**src/rtl/spad_w_loader_if.sv**
```systemverilog
// Stream-in and scratchpad write-port bundle for the weight loader.
// master: loader side (consumes the stream, drives SPAD_W); slave: stream source / SPAD_W side.
interface spad_w_loader_if #(
    parameter int unsigned WEIGHT_DW = 32,
    parameter int unsigned DEPTH     = 8
);
    localparam int unsigned AW = $clog2(DEPTH);

    logic                 s_valid;
    logic [WEIGHT_DW-1:0] s_data;
    logic                 s_ready;
    logic                 spad_we_en;
    logic [AW-1:0]        spad_addr_we;
    logic [WEIGHT_DW-1:0] spad_data_in;

    modport master (
        input  s_valid, s_data,
        output s_ready, spad_we_en, spad_addr_we, spad_data_in
    );

    modport slave (
        output s_valid, s_data,
        input  s_ready, spad_we_en, spad_addr_we, spad_data_in
    );
endinterface

```
**src/rtl/spad_w_loader.sv**
```systemverilog
// Write-side sequencer for one PE's weight scratchpad (SPAD_W).
// Optional macro WLOAD_ZERO_FILL_EN: zero-fill addresses len..DEPTH-1 after a short load.
module spad_w_loader #(
    parameter int unsigned WEIGHT_DW = 32,
    parameter int unsigned DEPTH     = 8,
    localparam int unsigned AW       = $clog2(DEPTH)
) (
    input  logic                 sclk,
    input  logic                 rst,
    input  logic                 load_start,
    input  logic [AW:0]          load_len,
    spad_w_loader_if.master      bus,
    output logic                 busy,
    output logic                 w_ready,
    input  logic                 w_release,
    output logic                 len_err
);
    localparam int unsigned LW = AW + 1;

    typedef enum logic [1:0] {
        ST_IDLE,
        ST_LOAD,
        ST_FILL,
        ST_DONE
    } state_t;

    state_t               state, state_nxt;
    logic [LW-1:0]        len_q, len_nxt;
    logic [LW-1:0]        addr_q, addr_nxt;
    logic                 we_q, we_nxt;
    logic [AW-1:0]        waddr_q, waddr_nxt;
    logic [WEIGHT_DW-1:0] wdata_q, wdata_nxt;
    logic                 w_ready_nxt;
    logic                 len_err_nxt;
    logic                 accept;
    logic                 len_ok;

    // s_ready and busy are state decodes; everything else below is registered
    assign bus.s_ready      = (state == ST_LOAD);
    assign busy             = (state != ST_IDLE);
    assign bus.spad_we_en   = we_q;
    assign bus.spad_addr_we = waddr_q;
    assign bus.spad_data_in = wdata_q;

    assign accept = bus.s_valid && (state == ST_LOAD);
    assign len_ok = (load_len != '0) && (load_len <= LW'(DEPTH));

    always_ff @(posedge sclk) begin
        if (rst) begin
            state <= ST_IDLE;
        end else begin
            state <= state_nxt;
        end
    end

    always_ff @(posedge sclk) begin
        if (rst) begin
            len_q   <= '0;
            addr_q  <= '0;
            we_q    <= 1'b0;
            waddr_q <= '0;
            wdata_q <= '0;
            w_ready <= 1'b0;
            len_err <= 1'b0;
        end else begin
            len_q   <= len_nxt;
            addr_q  <= addr_nxt;
            we_q    <= we_nxt;
            waddr_q <= waddr_nxt;
            wdata_q <= wdata_nxt;
            w_ready <= w_ready_nxt;
            len_err <= len_err_nxt;
        end
    end

    always_comb begin
        state_nxt   = state;
        len_nxt     = len_q;
        addr_nxt    = addr_q;
        we_nxt      = 1'b0;
        waddr_nxt   = waddr_q;
        wdata_nxt   = wdata_q;
        w_ready_nxt = w_ready;
        len_err_nxt = 1'b0;

        case (state)
            ST_IDLE: begin
                if (load_start) begin
                    if (len_ok) begin
                        len_nxt   = load_len;
                        addr_nxt  = '0;
                        state_nxt = ST_LOAD;
                    end else begin
                        len_err_nxt = 1'b1;
                    end
                end
            end

            ST_LOAD: begin
                if (accept) begin
                    we_nxt    = 1'b1;
                    waddr_nxt = AW'(addr_q);
                    wdata_nxt = bus.s_data;
                    addr_nxt  = addr_q + LW'(1);
                    if (addr_q + LW'(1) == len_q) begin
`ifdef WLOAD_ZERO_FILL_EN
                        state_nxt = (len_q < LW'(DEPTH)) ? ST_FILL : ST_DONE;
`else
                        state_nxt = ST_DONE;
`endif
                    end
                end
            end

`ifdef WLOAD_ZERO_FILL_EN
            // Overwrite the tail so stale weights from a longer set never reach the PE
            ST_FILL: begin
                we_nxt    = 1'b1;
                waddr_nxt = AW'(addr_q);
                wdata_nxt = '0;
                addr_nxt  = addr_q + LW'(1);
                if (addr_q == LW'(DEPTH - 1)) begin
                    state_nxt = ST_DONE;
                end
            end
`endif

            // Wait one quiet write cycle so the last negedge write into SPAD_W has landed
            ST_DONE: begin
                if (w_ready) begin
                    if (w_release) begin
                        w_ready_nxt = 1'b0;
                        state_nxt   = ST_IDLE;
                    end
                end else if (!we_q) begin
                    w_ready_nxt = 1'b1;
                end
            end

            default: begin
                state_nxt = ST_IDLE;
            end
        endcase
    end
endmodule
```
**src/flat_wrapper.sv**
```systemverilog
// flat-port wrapper written by rule: the top's interface ports become plain ports
module spad_w_loader_flat 
#(
    parameter int unsigned WEIGHT_DW = 32,
    parameter int unsigned DEPTH     = 8,
    localparam int unsigned AW       = $clog2(DEPTH)
)
  (sclk, rst, load_start, load_len, busy, w_ready, w_release, len_err, bus_s_valid, bus_s_data, bus_s_ready, bus_spad_we_en, bus_spad_addr_we, bus_spad_data_in);
  spad_w_loader_if #(.WEIGHT_DW(WEIGHT_DW), .DEPTH(DEPTH)) bus_i ();
  input  logic sclk;
  input  logic rst;
  input  logic load_start;
  input  logic [AW:0] load_len;
  output logic busy;
  output logic w_ready;
  input  logic w_release;
  output logic len_err;
  input wire logic [$bits(bus_i.s_valid)-1:0] bus_s_valid;
  input wire logic [$bits(bus_i.s_data)-1:0] bus_s_data;
  output wire logic [$bits(bus_i.s_ready)-1:0] bus_s_ready;
  output wire logic [$bits(bus_i.spad_we_en)-1:0] bus_spad_we_en;
  output wire logic [$bits(bus_i.spad_addr_we)-1:0] bus_spad_addr_we;
  output wire logic [$bits(bus_i.spad_data_in)-1:0] bus_spad_data_in;
  assign bus_i.s_valid = bus_s_valid;
  assign bus_i.s_data = bus_s_data;
  assign bus_s_ready = bus_i.s_ready;
  assign bus_spad_we_en = bus_i.spad_we_en;
  assign bus_spad_addr_we = bus_i.spad_addr_we;
  assign bus_spad_data_in = bus_i.spad_data_in;
  spad_w_loader #(.WEIGHT_DW(WEIGHT_DW), .DEPTH(DEPTH)) u_core (.sclk(sclk), .rst(rst), .load_start(load_start), .load_len(load_len), .bus(bus_i), .busy(busy), .w_ready(w_ready), .w_release(w_release), .len_err(len_err));
endmodule
```
**config.mk**
```make
export PLATFORM = sky130hd
export DESIGN_NAME = spad_w_loader_flat
export DESIGN_NICKNAME = d
export VERILOG_FILES = /design/src/rtl/spad_w_loader_if.sv /design/src/rtl/spad_w_loader.sv /design/src/flat_wrapper.sv
export SDC_FILE = /design/constraint.sdc
export NUM_CORES = 1
export LEC_CHECK = 0
export CAP_MARGIN = 20
export CORE_UTILIZATION = 30
export DETAILED_ROUTE_END_ITERATION = 12
export SLEW_MARGIN = 5
export SYNTH_ARGS = -nofsm -noshare
export SYNTH_HDL_FRONTEND = slang
export SYNTH_SLANG_ARGS = --single-unit
export TNS_END_PERCENT = 30
```
**constraint.sdc**
```tcl
create_clock -name sclk -period 3.35 [get_ports sclk]
set_clock_uncertainty 0.2 [all_clocks]
set_input_delay 1.005 -clock sclk [delete_from_list [all_inputs] [get_ports sclk]]
set_output_delay 1.005 -clock sclk [all_outputs]
set_load 0.03 [all_outputs]
```
# Word level (Yosys, flattened, before mapping)
# Cells that the tools add are included.
# W data, S select, Z words.
dict set report totals {
  register_bits 48
  latch_bits 0
  ramBits 0
  mem_bits_ro 0
  elab_cells 50
  n_memories 0
}
dict set report op_classes {
  n_addsub 1
  multipliers 0
  div 0
  n_lt_le_gt_ge 1
  eq_ne 9
  n_shift 0
  n_mux 16
  bitwise 3
  reduce_logical 12
}
# op n
set ops {}
lappend ops {{$mux W2} 6}
lappend ops {{$mux W4} 3}
lappend ops {{$ne A2 B1 Y1 const B} 4}
lappend ops {{$pmux W4 S2} 1}
lappend ops {{$pmux W2 S3} 1}
lappend ops {{$reduce_and A6 Y1} 1}
lappend ops {{$mux W1} 5}
lappend ops {{$add A4 B1 Y4 const B} 1}
lappend ops {{$eq A4 B4 Y1} 1}
lappend ops {{$le A4 B4 Y1 const B} 1}
lappend ops {{$ne A2 B2 Y1 const B} 2}
lappend ops {{$reduce_and A4 Y1} 1}
lappend ops {{$reduce_bool A2 Y1} 2}
lappend ops {{$reduce_bool A4 Y1} 1}
lappend ops {{$not A1 Y1} 3}
lappend ops {{$reduce_and A3 Y1} 1}
lappend ops {{$reduce_or A3 Y1} 1}
lappend ops {{$eq A2 B1 Y1 const B} 1}
lappend ops {{$eq A2 B2 Y1 const B} 1}
lappend ops {{$logic_and A1 B1 Y1} 2}
lappend ops {{$logic_not A2 Y1} 1}
lappend ops {{$reduce_and A2 Y1} 1}
lappend ops {{$reduce_or A2 Y1} 1}

# Logic depth before layout (Yosys ltp)
# Gate-level depths: netlist of run 1.
dict set report logic_depth {
  depth_word 5
  mapped_depth 6
  depth_no_buf 5
}

# Worst setup path after synthesis of run 1
# No wires, ideal clock.
dict set report synth_timing {
  path_kind {input to register}
  startpoint {input port load_len[2]}
  endpoint {register u_core.state[0]}
  arrival_time_ns 1.941
  required_time_ns 3.022
  setup_slack_ns 1.082
  path_stages 4
  cell_sequence {or4_4 > and2_1 > a32oi_1 > nor2_1}
}
dict set report synth_between {
  elab_chain_cells 4
  word_cells_on_any_way 5
  cone_classes {order compare (1); eq/ne (1); reduce/logical (3)}
}
# element line
set synth_rtl {}
lappend synth_rtl {{start, declared} flat_wrapper.sv:13} ;# input logic [AW:0] load_len;
lappend synth_rtl {{$le A4 B4 Y1 or $reduce_bool A4 Y1 (tied branches)} spad_w_loader.sv:46} ;# assign len_ok = (load_len != '0) && (load_len <= LW'(DEPTH));
lappend synth_rtl {{$logic_and A1 B1 Y1 *} spad_w_loader.sv:46}
lappend synth_rtl {{$ne A2 B1 Y1 (no source line) *} n/a}
lappend synth_rtl {{$reduce_and A6 Y1 (no source line) *} n/a}
lappend synth_rtl {{end signal, assigned} spad_w_loader.sv:52} ;# state <= state_nxt;
lappend synth_rtl {{end, declared} spad_w_loader.sv:27} ;# state_t state, state_nxt;
# Every way passes the cells marked *; elsewhere a longest branch is shown, timed or not.
# A chain may end at the register's enable or synchronous reset.

# Worst setup path in the final report of run 1
dict set report layout_timing {
  startpoint {register u_core.state[0]}
  endpoint {output port bus_s_ready}
}
dict set report layout_between {
  elab_chain_cells 1
}
# element line
set layout_rtl {}
lappend layout_rtl {{$eq A2 B1 Y1} spad_w_loader.sv:39} ;# assign bus.s_ready = (state == ST_LOAD);
lappend layout_rtl {{end, declared} flat_wrapper.sv:20} ;# output wire logic [$bits(bus_i.s_ready)-1:0] bus_s_ready;
# Every way passes these cells.

==> results.md, run 1 <==
Clock network:
- Counting along the longest clock path gives a buffer depth of 2.
- The clock edge transition at the registers on the reported setup and hold paths is 0.08 ns.
- The root cell of the clock tree is clkbuf_8.
- Post-CTS repair changed the size of 0 cells.
- The number of CTS-inserted buffers is 5.
- The CTS sink count is 48.
- The maximum level of the CTS H-tree is 2.
- The number of setup buffers added after CTS is 0.
- TritonCTS built the clock tree.
- The clock latency on the worst-skew pair is 0.29 ns.
- The total of hold buffers inserted after clock tree synthesis is 0.

Finish:
- The cell area after layout is 0.002828 mm².
- The filler cells instantiated in the layout total 596.
- The sequential cells in the finished layout cover a total of 960.9 µm².
- The post-route netlist has 4.473% of its cells at a drive strength greater than 1.
- Relative to the synthesized area, the layout overhead comes to 50.47%.
- Leaving out filler cells and counting taps, the final layout contains 388.
- The number of antenna repair diodes is 0.
- The number of nets in the layout is 354.
- In the final layout, the multi-input gates occupy 838.3 µm².

Setup path:
- The worst setup path is of the reg2out kind.
- The required time of the critical path is 2.14 ns.
- The delay of the slowest cell on the worst path is 0.70 ns.
- The signal arrival time at the worst endpoint is 1.80 ns.
- On the critical path, the stage with the largest delay is an instance of clkdlybuf4s50_1.
- The maximum fanout along the worst path is 12.
- Tracing the worst setup path back leads to its startpoint at u_core.state[0].
- STA classifies the critical path endpoint as an output port.
- The startpoint kind of the worst setup timing path is a flop.
- Walking the worst path, the cells encountered are and2b_1 -> clkdlybuf4s50_1.
- The reg-to-reg critical path startpoint is u_core.state[1].

Run:
- Across the run, the number of max-cap violations was 0.

Place:
- The total of buffers placed on input and output ports is 80.
- Including well taps, the total number of placed cells is 380.
- The pre-CTS setup slack is 0.5016 ns.
- The cell area after placement is 0.002738 mm².
- The routability-driven placement congestion ratio is 0.7190.
- The half-perimeter wire length after detailed placement is 3251 µm.

Power:
- The maximum vdd ir drop is 166.3 µV.
- Power spread over the standard cell area amounts to 403.2 mW/mm².
- The static leakage is 0.0009915 µW.

Synth:
- After synthesis the cells add up to 0.001879 mm².
- For this run, asynchronously set or reset flops after synthesis account for 0%.
- The count of yosys warnings during synthesis is 0.
- Summing the sequential cell areas from Yosys gives 51.13% of the chip area.
- The leading register cell type out of synthesis is dfxtp_1.
- In this run the biggest area consumer among cell types represents 51.13% of the synthesized area.
- Counting every net in the synthesized netlist gives 278.
- The cell taking the most area after synthesis is dfxtp_1.
- By count the netlist is led by nand2_1 (75), dfxtp_1 (48), a21oi_1 (38), nor2_1 (10), clkbuf_1 (9).
- The per-instance average area after synthesis is 7.963 µm².
- The count of flip-flops with a built-in enable after synthesis is 0.
- The number of distinct library cell variants in the gate-level netlist after synthesis is 27.
- The cell count after synthesis is 236.
- The most numerous cell in the Yosys netlist is nand2_1.
- The number of register bits inferred by synthesis is 48.
- By area the synthesized netlist is led by dfxtp_1 (51%), nand2_1 (15%), a21oi_1 (10%).

Min path:
- In this run the most critical hold path is launched from u_core.bus.spad_data_in[20].
- The type of the tightest min-delay check is reg2reg.

Floorplanning:
- The initial utilization of the core area, before any placement, comes to 31.37%.
- The total area inside the core boundary comes to 0.005991 mm².
- The top-level port count is 81.
- The die is 81.15 µm tall.
- The row count is 28.
- The horizontal die dimension is 81.15 µm.
- The overall die area is 0.006585 mm².

Routing:
- The via density per instance is 4.588.
- The final routed wire length divided by cell count is 11.99 µm.
- The routed via count is 1780.
- The total routed wirelength is 4651 µm.
- For this run, design rule violations remaining after detail routing come to 0.
- Once detail routing completed, the nets flagged for antenna violations numbered 0.
- The number of search-and-repair iterations in the first detailed-routing pass is 4.
- After the first detailed-routing iteration, the DRC count stood at 73.

GRT:
- The via count of the first global-routing pass was 1663.
- The initial antenna violation count is 0.
- For this run, global-route usage on met3 was measured as 5.730%.
- The total global routing track utilization is 15.37%.
- Global routing consumed, on the met2 layer, 23.45% of the routing resources.
- The met1 global-route usage is 19.79%.
- In this run the most used layer during global routing was met2.
- Summed over all layers, the global routing overflow is 0.
- The global-route wire length before repair is 7734 µm.
- Entering global routing, the biggest net connects 35 pins.

Timing:
- The post-route minimum period is 3.009 ns.
- For the final routed database, the setup TNS stands at 0 ns.
- The transition time at the pin with the least slew margin is 0.6316 ns.
- Once routing completed, OpenROAD measured the worst setup slack at 0.3413 ns.
- The ratio of final minimum period to clock period is 89.81%.
- Setup violations remaining at the end of the flow were counted as 0.
- The final count of hold timing violations is 0.
- Measured against its own limit, the worst slew margin works out to 57.89%.
- The maximum clock frequency is 332.4 MHz.
- The final max-slew violation count came to 0.
- Setup repair after global routing left no endpoint under its margin.

Status:
- The run finished with clean final reports.
==> registers in the layout, summed over array words and instances (netlist names) <==
| register | cells |
|---|---|
| u_core.len_q | 4 |
| u_core.w_ready | 1 |
| u_core.bus.spad_addr_we | 3 |
| u_core.addr_q | 4 |
| u_core.bus.spad_data_in | 32 |
| u_core.len_err | 1 |
| u_core.bus.spad_we_en | 1 |
| u_core.state | 2 |
==> metrics by stage <==
step	power [µW]	util [%]	hold slack (ns)
5_1_grt	1207	47.20	0.2727
6_report	1140	47.20	0.2554
3_5_place_dp	805.8	45.70	0.2455
3_3_place_gp	806.0	45.70	0.2409
4_1_cts	1161	47.20	0.2581
2_1_floorplan	707.9	-	0.2738
==> cells by family (layout without fill, tap and decap cells) <==
kind of cell               count (synthesis)  count (layout)  synth area share, %
and+or+nand+nor                          107             107                24.70
AOI/OAI and AO/OA                         52              52                14.85
DFF                                       48              48                51.13
buffers and inverters                     19              96                4.261
xor gates and xnor gates                   6               6                2.796
muxes                                      3               3                1.598
adders and majority gates                  1               1               0.6657
==> metal layers <==
layer | share of wire, % | wire (µm)
met5 | 0 | 0
met1 | 47 | 2178
met3 | 8.0 | 370
met2 | 44 | 2061
met4 | 0.86 | 40
==> area by class of cell <==
| type | instances | share of cell area [%] |
|---|---|---|
| Sequential cell | 48 | 33.98 |
| Multi-Input combinational cell | 169 | 29.65 |
| Timing Repair Buffer | 85 | 29.47 |
| Tap cell | 75 | 3.319 |
| Clock buffer | 8 | 3.186 |
| Inverter | 3 | 0.3982 |
==> report_power, final <==
group | total [µW] | leakage, µW | internal [µW] | switching (µW)
registers | 603 | 0.000389 | 589 | 13.3
logic | 189 | 0.000557 | 93.2 | 95.5
clock network | 349 | 0.0000455 | 169 | 180
==> cells in the final DEF, fill, tap and decap left out, types with 2 or more instances in the layout <==
cell type         n
dfxtp_1          48
mux2i_1           3
o31ai_1           2
nand2_1          75
a31oi_1           3
nand3_1           7
a21oi_1          38
xnor2_1           5
a32oi_1           2
nand4b_1          2
clkbuf_1          2
and2_1            2
nor2_1           10
nor3_1            3
o21ai_0           6
nand3b_1          2
clkbuf_8          6
buf_4             5
clkdlybuf4s50_1  79
inv_1             3
==> path summary, 6_finish.rpt <==
| kind | to | slack [ns] | cells past startpoint |
|---|---|---|---|
| worst min register to register | u_core.bus.spad_data_in[20] | 0.26 | 2 |
| worst min-delay path | u_core.bus.spad_data_in[20] | 0.26 | 2 |
| worst max-delay path | bus_s_ready | 0.34 | 2 |
| worst max register to register | u_core.bus.spad_data_in[25] | 1.33 | 5 |
==> critical path: cells and delay by family (launching register included) <==
kind | cells | cell delay [ns]
buffers and inverters | 1 | 0.70
DFF | 1 | 0.53
and+or+nand+nor | 1 | 0.28
Power figures use the tool's default switching activity.
==> run 2: changes to the inputs <==
--- a/config.mk
+++ b/config.mk
@@ -8,6 +8,7 @@
 export CAP_MARGIN = 20
 export CORE_UTILIZATION = 30
 export DETAILED_ROUTE_END_ITERATION = 12
+export DONT_BUFFER_PORTS = 1
 export SLEW_MARGIN = 5
 export SYNTH_ARGS = -nofsm -noshare
 export SYNTH_HDL_FRONTEND = slang
==> constraint.sdc (replaced) <==
create_clock -name sclk -period 2.5 [get_ports sclk]
set_clock_uncertainty 0.2 [all_clocks]
set_input_delay 0.75 -clock sclk [delete_from_list [all_inputs] [get_ports sclk]]
set_output_delay 0.75 -clock sclk [all_outputs]
set_load 0.03 [all_outputs]
==> run 2 against run 1 <==
Against the previous run:
- hold slack better by 0.058 ns
- non-clock buffer count is 82 lower
- global-route usage is 3.8 points lower
- power is 23% higher
- worst setup slack worse by 0.060 ns
- via count is 18% lower
- first-iteration DRC count is 60% lower
- combinational power is 55% lower
- cell count is 21% lower
- critical path type unchanged
==> results.md, run 2 (synthesized netlist as in run 1, its figures left out) <==
GRT:
- The via count of the first global-routing pass came to 1188 (-29%).
- The initial antenna violation count is 0 (unchanged).
- The maximum number of pins on one net before global-route repair came to 51 (+46%).
- The total global routing track utilization is 11.54% (-3.8 points).
- The global-route wire length before repair is 5727 µm (-26%).
- The leftover overflow at the end of global routing came to 0 (unchanged).

Power:
- The part of the total power dissipated in combinational logic is 6.1% (-11 points).
- The clock power share is 33.3% (+2.7 points).
- The sequential share of power is 60.6% (+7.7 points).
- The net load switching power is 354.7 µW (+23%).
- The internal portion of total power is 1048 µW (+23%).
- The power per standard cell area is 694.4 mW/mm² (+72%).
- The switching power as a share of total power is 25.28% (-0.071 points).
- The static leakage is 0.0006872 µW (-31%).
- The maximum vdd ir drop was 331.9 µV (+100%).

Finish:
- The synthesis-to-finish area growth is 7.523%.
- In the layout the commonest cells are nand2_1 (75), dfxtp_1 (48), a21oi_1 (38).
- The number of nets in the layout came to 272 (-23%).
- The number of flip-flops under the largest register name is 32 (unchanged).
- The number of antenna repair diodes was 0 (unchanged).
- Leaving out fill and tap cells, the most frequent cell in the layout is nand2_1.
- The share of final-layout standard cells stronger than drive strength 1 is 5.195% (+0.72 points).
- The fill cell instance count of the final layout came to 644 (+8.1%).

Status:
- The run finished with clean final reports.

Place:
- The pre-CTS setup slack came to 0.4502 ns (-0.05144 ns).
- The total of buffers placed on input and output ports came to 0 (-100%).
- The half-perimeter wire length after detailed placement was 2663 µm (-18%).
- The routability-driven placement congestion ratio was 0.7489 (+4.2%).

Setup path:
- The signal arrival time at the worst endpoint is 1.27 ns (-0.53 ns).
- The signal on the critical path passes through and2b_1.
- The delay of the slowest cell on the worst path was 0.53 ns (-0.17 ns).
- The reg-to-reg critical path startpoint is u_core.state[0].
- The critical path ends at bus_s_ready.
- The count of buffer and inverter cells on the critical path is 0 (-1).
- The required time of the critical path is 1.55 ns (-0.59 ns).
- The worst setup path is captured at an output port.
- The largest individual stage delay along the critical path comes from the cell dfxtp_1.
- The worst-case reg-to-reg path depth is 5 (unchanged).
- The maximum fanout along the worst path is 12 (unchanged).
- STA classifies the critical path startpoint as a flop.
- The start-to-end type of the worst setup path is reg2out.
- The launch point of the worst path is u_core.state[0].
- The setup slack of the most critical reg-to-reg path is 0.55 ns (-0.78 ns).
- The capture instance of the worst register-to-register path is u_core.addr_q[2].
- The cell family with the largest share of critical-path delay is flip-flops.
- The cell count along the critical path is 1 (-1).

Clock network:
- The number of gates resized after cts is 0 (unchanged).
- The number of setup buffers added after CTS was 0 (unchanged).
- The number of CTS-inserted buffers was 5 (unchanged).
- The total of hold buffers inserted after clock tree synthesis came to 0 (unchanged).
- The clock latency on the worst-skew pair is 0.29 ns (about the same).
- The root cell of the clock tree is clkbuf_8.
- The CTS sink count was 48 (unchanged).
- The clock edge transition at the registers on the reported setup and hold paths was 0.08 ns (about the same).
- The CTS tree is yes.
- The number of buffers between clock root and the deepest sink is 2 (unchanged).
- The maximum level of the CTS H-tree is 2 (unchanged).

Routing:
- The routed via count is 1468 (-18%).
- The total routed wirelength is 3890 µm (-16%).
- The via density per instance is 4.797 (+4.6%).
- The final routed wire length divided by cell count came to 12.71 µm (+6.1%).
- The number of search-and-repair iterations in the first detailed-routing pass is 4 (unchanged).
- The number of DRC markers in iteration 0 is 29 (-60%).
- The remaining antenna violation count after routing is 0 (unchanged).
- The number of design rule violations left after detail routing came to 0 (unchanged).

Timing:
- Setup repair after global routing left no endpoint under its margin.
- The ratio of final minimum period to clock period is 88.76%.
- Timing would allow up to 450.7 MHz.
- The normalized max-slew margin came to 67.46% (+9.6 points).
- The final worst setup slack was 0.2811 ns (-0.06027 ns).
- The final max-slew violation count is 0 (unchanged).
- The transition time at the pin with the least slew margin was 0.4839 ns (-0.1477 ns).
- The smallest clock period supported by the final layout is computed as 2.219 ns.
- The final count of negative-setup-slack endpoints is 0 (unchanged).
- The setup TNS after final layout came to 0 ns (unchanged).
- The final count of hold timing violations is 0 (unchanged).

Floorplanning:
- The row count is 28 (unchanged).
- The overall die area is 0.006585 mm² (unchanged).
- The starting density of the core came to 31.37% (unchanged).
- The horizontal die dimension is 81.15 µm (unchanged).
- The area of the placeable core is 0.005991 mm² (unchanged).
- The top-level port count is 81 (unchanged).
- The height of the chip is 81.15 µm (unchanged).

Min path:
- The tightest min-delay check is of the in2reg type.

Run:
- The number of max-capacitance violations reported is 0 (unchanged).
## run 2: cell types whose count changed in the layout (fill, tap and decap cells not counted), sizes merged
cell / previous run / this run
clkinvlp: 0 / 1
clkdlybuf4s50: 79 / 0
buf: 6 / 3
clkbuf: 8 / 7
## run 2: worst min path at each step
stage          cells after the start        startpoint                           to  slack (ns)
2_1_floorplan                      2  u_core.addr_q[1]   u_core.bus.spad_addr_we[1]        0.27
5_1_grt                            1               rst   u_core.bus.spad_data_in[4]        0.29
6_report                           1               rst  u_core.bus.spad_data_in[26]        0.31
3_5_place_dp                       2   u_core.len_q[3]              u_core.len_q[3]        0.31
3_3_place_gp                       2  u_core.addr_q[3]             u_core.addr_q[3]        0.31
4_1_cts                            1               rst   u_core.bus.spad_data_in[6]        0.30
## run 2: per-stage QoR
stage,util [%],hold WS [ns],total power [µW],instance area [µm²],std cells
floorplan,-,0.2738,948.6,1879,236
global placement,32.16,0.3095,954.8,1927,298
detailed placement,32.16,0.3077,956.8,1927,298
CTS,33.73,0.2969,1439,2021,306
global route,33.73,0.2862,1480,2021,306
finish,33.73,0.3137,1403,2021,306
## run 2: cell type report
class / count / area, µm² / share of cell area [%]
Clock inverter: 1 / 7.507 / 0.3715
Timing Repair Buffer: 3 / 22.52 / 1.115
Tap cell: 75 / 93.84 / 4.644
Inverter: 3 / 11.26 / 0.5573
Clock buffer: 7 / 86.33 / 4.272
Sequential cell: 48 / 960.9 / 47.55
Multi-Input combinational cell: 169 / 838.3 / 41.49
## run 2: metal layers
metal | wire length, µm | vias up | track usage, %
met5 | 0 | - | 0
met3 | 309 | 5 | 4.270
met2 | 1750 | 56 | 18.24
li1 | - | 771 | -
met4 | 63 | 0 | 5.357
met1 | 1767 | 636 | 13.83
## run 2: power groups by stage
stage | clock network [µW] | registers [µW] | logic [µW]
floorplan | 0 | 860 | 88.4
global placement | 0 | 868 | 86.5
detailed placement | 0 | 869 | 88.1
CTS | 500 | 851 | 88.3
global route | 526 | 855 | 99.5
finish | 467 | 850 | 85.9
==> run 3: changes to the inputs <==
--- a/config.mk
+++ b/config.mk
@@ -6,6 +6,7 @@
 export NUM_CORES = 1
 export LEC_CHECK = 0
 export CAP_MARGIN = 20
+export CORE_ASPECT_RATIO = 0.6
 export CORE_UTILIZATION = 30
 export DETAILED_ROUTE_END_ITERATION = 12
 export DONT_BUFFER_PORTS = 1
==> run 3 against run 2 <==
Against the previous run:
- register-to-register slack lost 0.08 ns
- sequential power about the same
- via count rose by 4.6%
- count of clock-buffer cells in the layout down 1
- fmax is 2.5% lower
- sequential cell count unchanged
- first-iteration DRC count grew to 3.9 times the previous value
- cell count rose by 1.6%
- critical path type unchanged
- highest routed layer unchanged
==> results.md, run 3 (synthesized netlist as in run 1, its figures left out) <==
Clock network:
- The number of CTS-inserted buffers is 5 (unchanged).
- The CTS tree is yes.
- The number of setup buffers added after CTS is 0 (unchanged).
- The total of hold buffers inserted after clock tree synthesis came to 0 (unchanged).
- The number of buffers between clock root and the deepest sink was 2 (unchanged).
- The clock latency on the worst-skew pair is 0.29 ns (about the same).
- The root cell of the clock tree is clkbuf_8.
- The maximum level of the CTS H-tree is 2 (unchanged).
- The clock edge transition at the registers on the reported setup and hold paths is 0.08 ns (about the same).
- The CTS sink count is 48 (unchanged).
- The number of gates resized after cts was 0 (unchanged).

Timing:
- The post-route minimum period is 2.276 ns (+0.05755 ns).
- The final worst setup slack is 0.2235 ns (-0.05755 ns).
- Setup repair after global routing left no endpoint under its margin.
- The ratio of final minimum period to clock period was 91.06% (+2.3 points).
- The final hold slack was 0.3161 ns (+0.002328 ns).
- The transition time at the pin with the least slew margin is 0.4694 ns (-0.01455 ns).
- The setup TNS after final layout is 0 ns (unchanged).
- The final count of negative-setup-slack endpoints is 0 (unchanged).
- The final count of hold timing violations came to 0 (unchanged).
- The maximum clock frequency is 439.3 MHz (-2.5%).
- The normalized max-slew margin is 68.44% (+0.98 points).
- The final max-slew violation count is 0 (unchanged).

Floorplanning:
- The horizontal die dimension is 104.2 µm (+28%).
- The height of the chip is 63.31 µm (-22%).
- The row count is 21 (-25%).
- The starting density of the core is 32.36% (+0.99 points).
- The top-level port count is 81 (unchanged).
- The overall die area was 0.006595 mm² (+0.16%).
- The area of the placeable core came to 0.005807 mm² (-3.1%).

Finish:
- The share of final-layout standard cells stronger than drive strength 1 is 5.195% (unchanged).
- The number of antenna repair diodes came to 0 (unchanged).
- The synthesis-to-finish area growth is 9.254%.
- The number of flip-flops under the largest register name was 32 (unchanged).
- The number of nets in the layout is 272 (unchanged).
- In the layout the commonest cells are nand2_1 (75), dfxtp_1 (48), a21oi_1 (38).
- The most common library cell in the layout ignoring fill and taps is nand2_1.
- The fill cell instance count of the final layout is 598 (-7.1%).

Setup path:
- The signal on the critical path passes through and2b_1.
- STA classifies the critical path startpoint as a flop.
- The required time of the critical path came to 1.55 ns (about the same).
- The slowest cell on the critical path is dfxtp_1.
- The signal arrival time at the worst endpoint is 1.33 ns (+0.06 ns).
- The delay of the slowest cell on the worst path is 0.57 ns (+0.04 ns).
- Broken down by cell family, the worst path's largest delay share belongs to flip-flops.
- The maximum fanout along the worst path is 12 (unchanged).
- The count of buffer and inverter cells on the critical path is 0 (unchanged).
- The endpoint class of the critical path is an output port.
- The critical path is of the reg2out type.

Routing:
- The final routed wire length divided by cell count was 14.11 µm (+11%).
- The routed via count is 1536 (+4.6%).
- The total routed wirelength came to 4389 µm (+13%).
- The number of DRC markers in iteration 0 was 112 (+290%).
- The via density per instance was 4.939 (+2.9%).
- The number of design rule violations left after detail routing is 0 (unchanged).
- The number of search-and-repair iterations in the first detailed-routing pass is 4 (unchanged).
- The remaining antenna violation count after routing came to 0 (unchanged).

Min path:
- The worst hold path belongs to the class reg2reg.

Power:
- The maximum vdd ir drop was 231.6 µV (-30%).
- The power per standard cell area was 728.2 mW/mm² (+4.9%).
- The overall power consumption is 1495 µW (+6.6%).
- The static leakage is 0.0007040 µW (+2.4%).

GRT:
- The initial antenna violation count is 0 (unchanged).
- The total global routing track utilization is 13.98% (+2.4 points).
- The global-route wire length before repair was 7251 µm (+27%).
- The via count of the first global-routing pass is 1460 (+23%).
- The leftover overflow at the end of global routing is 0 (unchanged).
- The maximum number of pins on one net before global-route repair is 51 (unchanged).

Run:
- The number of max-capacitance violations reported is 0 (unchanged).

Place:
- The half-perimeter wire length after detailed placement came to 3034 µm (+14%).
- The routability-driven placement congestion ratio is 0.8060 (+7.6%).
- The total of buffers placed on input and output ports is 0 (unchanged).
- The pre-CTS setup slack is 0.4375 ns (-0.01273 ns).

Status:
- The run finished with clean final reports.
run 3: final cells by class:
| class | count | area, µm² | area share, % |
|---|---|---|---|
| multi-input cells | 169 | 838.3 | 40.83 |
| well taps | 80 | 100.1 | 4.875 |
| clock buffers | 6 | 72.57 | 3.534 |
| clock inverters | 2 | 35.03 | 1.706 |
| inverters | 3 | 11.26 | 0.5484 |
| repair buffers | 3 | 35.03 | 1.706 |
| flip-flops and latches | 48 | 960.9 | 46.80 |
run 3: worst paths after layout:
check / startpoint / end / slack [ns] / depth (start not counted)
worst max register to register: u_core.state[0] / u_core.bus.spad_data_in[28] / 0.47 / 5
worst min register to register: u_core.len_q[3] / u_core.len_q[3] / 0.32 / 2
worst min-delay path: u_core.len_q[3] / u_core.len_q[3] / 0.32 / 2
worst max-delay path: u_core.state[0] / bus_s_ready / 0.22 / 1
run 3: metal layers:
layer  vias to the layer above  GRT usage (%)  wire, µm
met4                         0          2.679        17
met2                        61          20.58      1765
met1                       700          19.23      2194
li1                        773              -         -
met5                         -              0         0
met3                         2          5.590       412
run 3: power breakdown:
group	internal [µW]	leakage, µW	switching, µW
Clock	297	0.0000552	256
Sequential	790	0.000389	61.3
Combinational	35.8	0.000259	55.2
run 3: metrics by stage:
stage	instance area (µm²)	cells	util [%]
floorplan	1879	236	-
global placement	1946	303	33.51
detailed placement	1946	303	33.51
CTS	2053	311	35.36
global route	2053	311	35.36
finish	2053	311	35.36
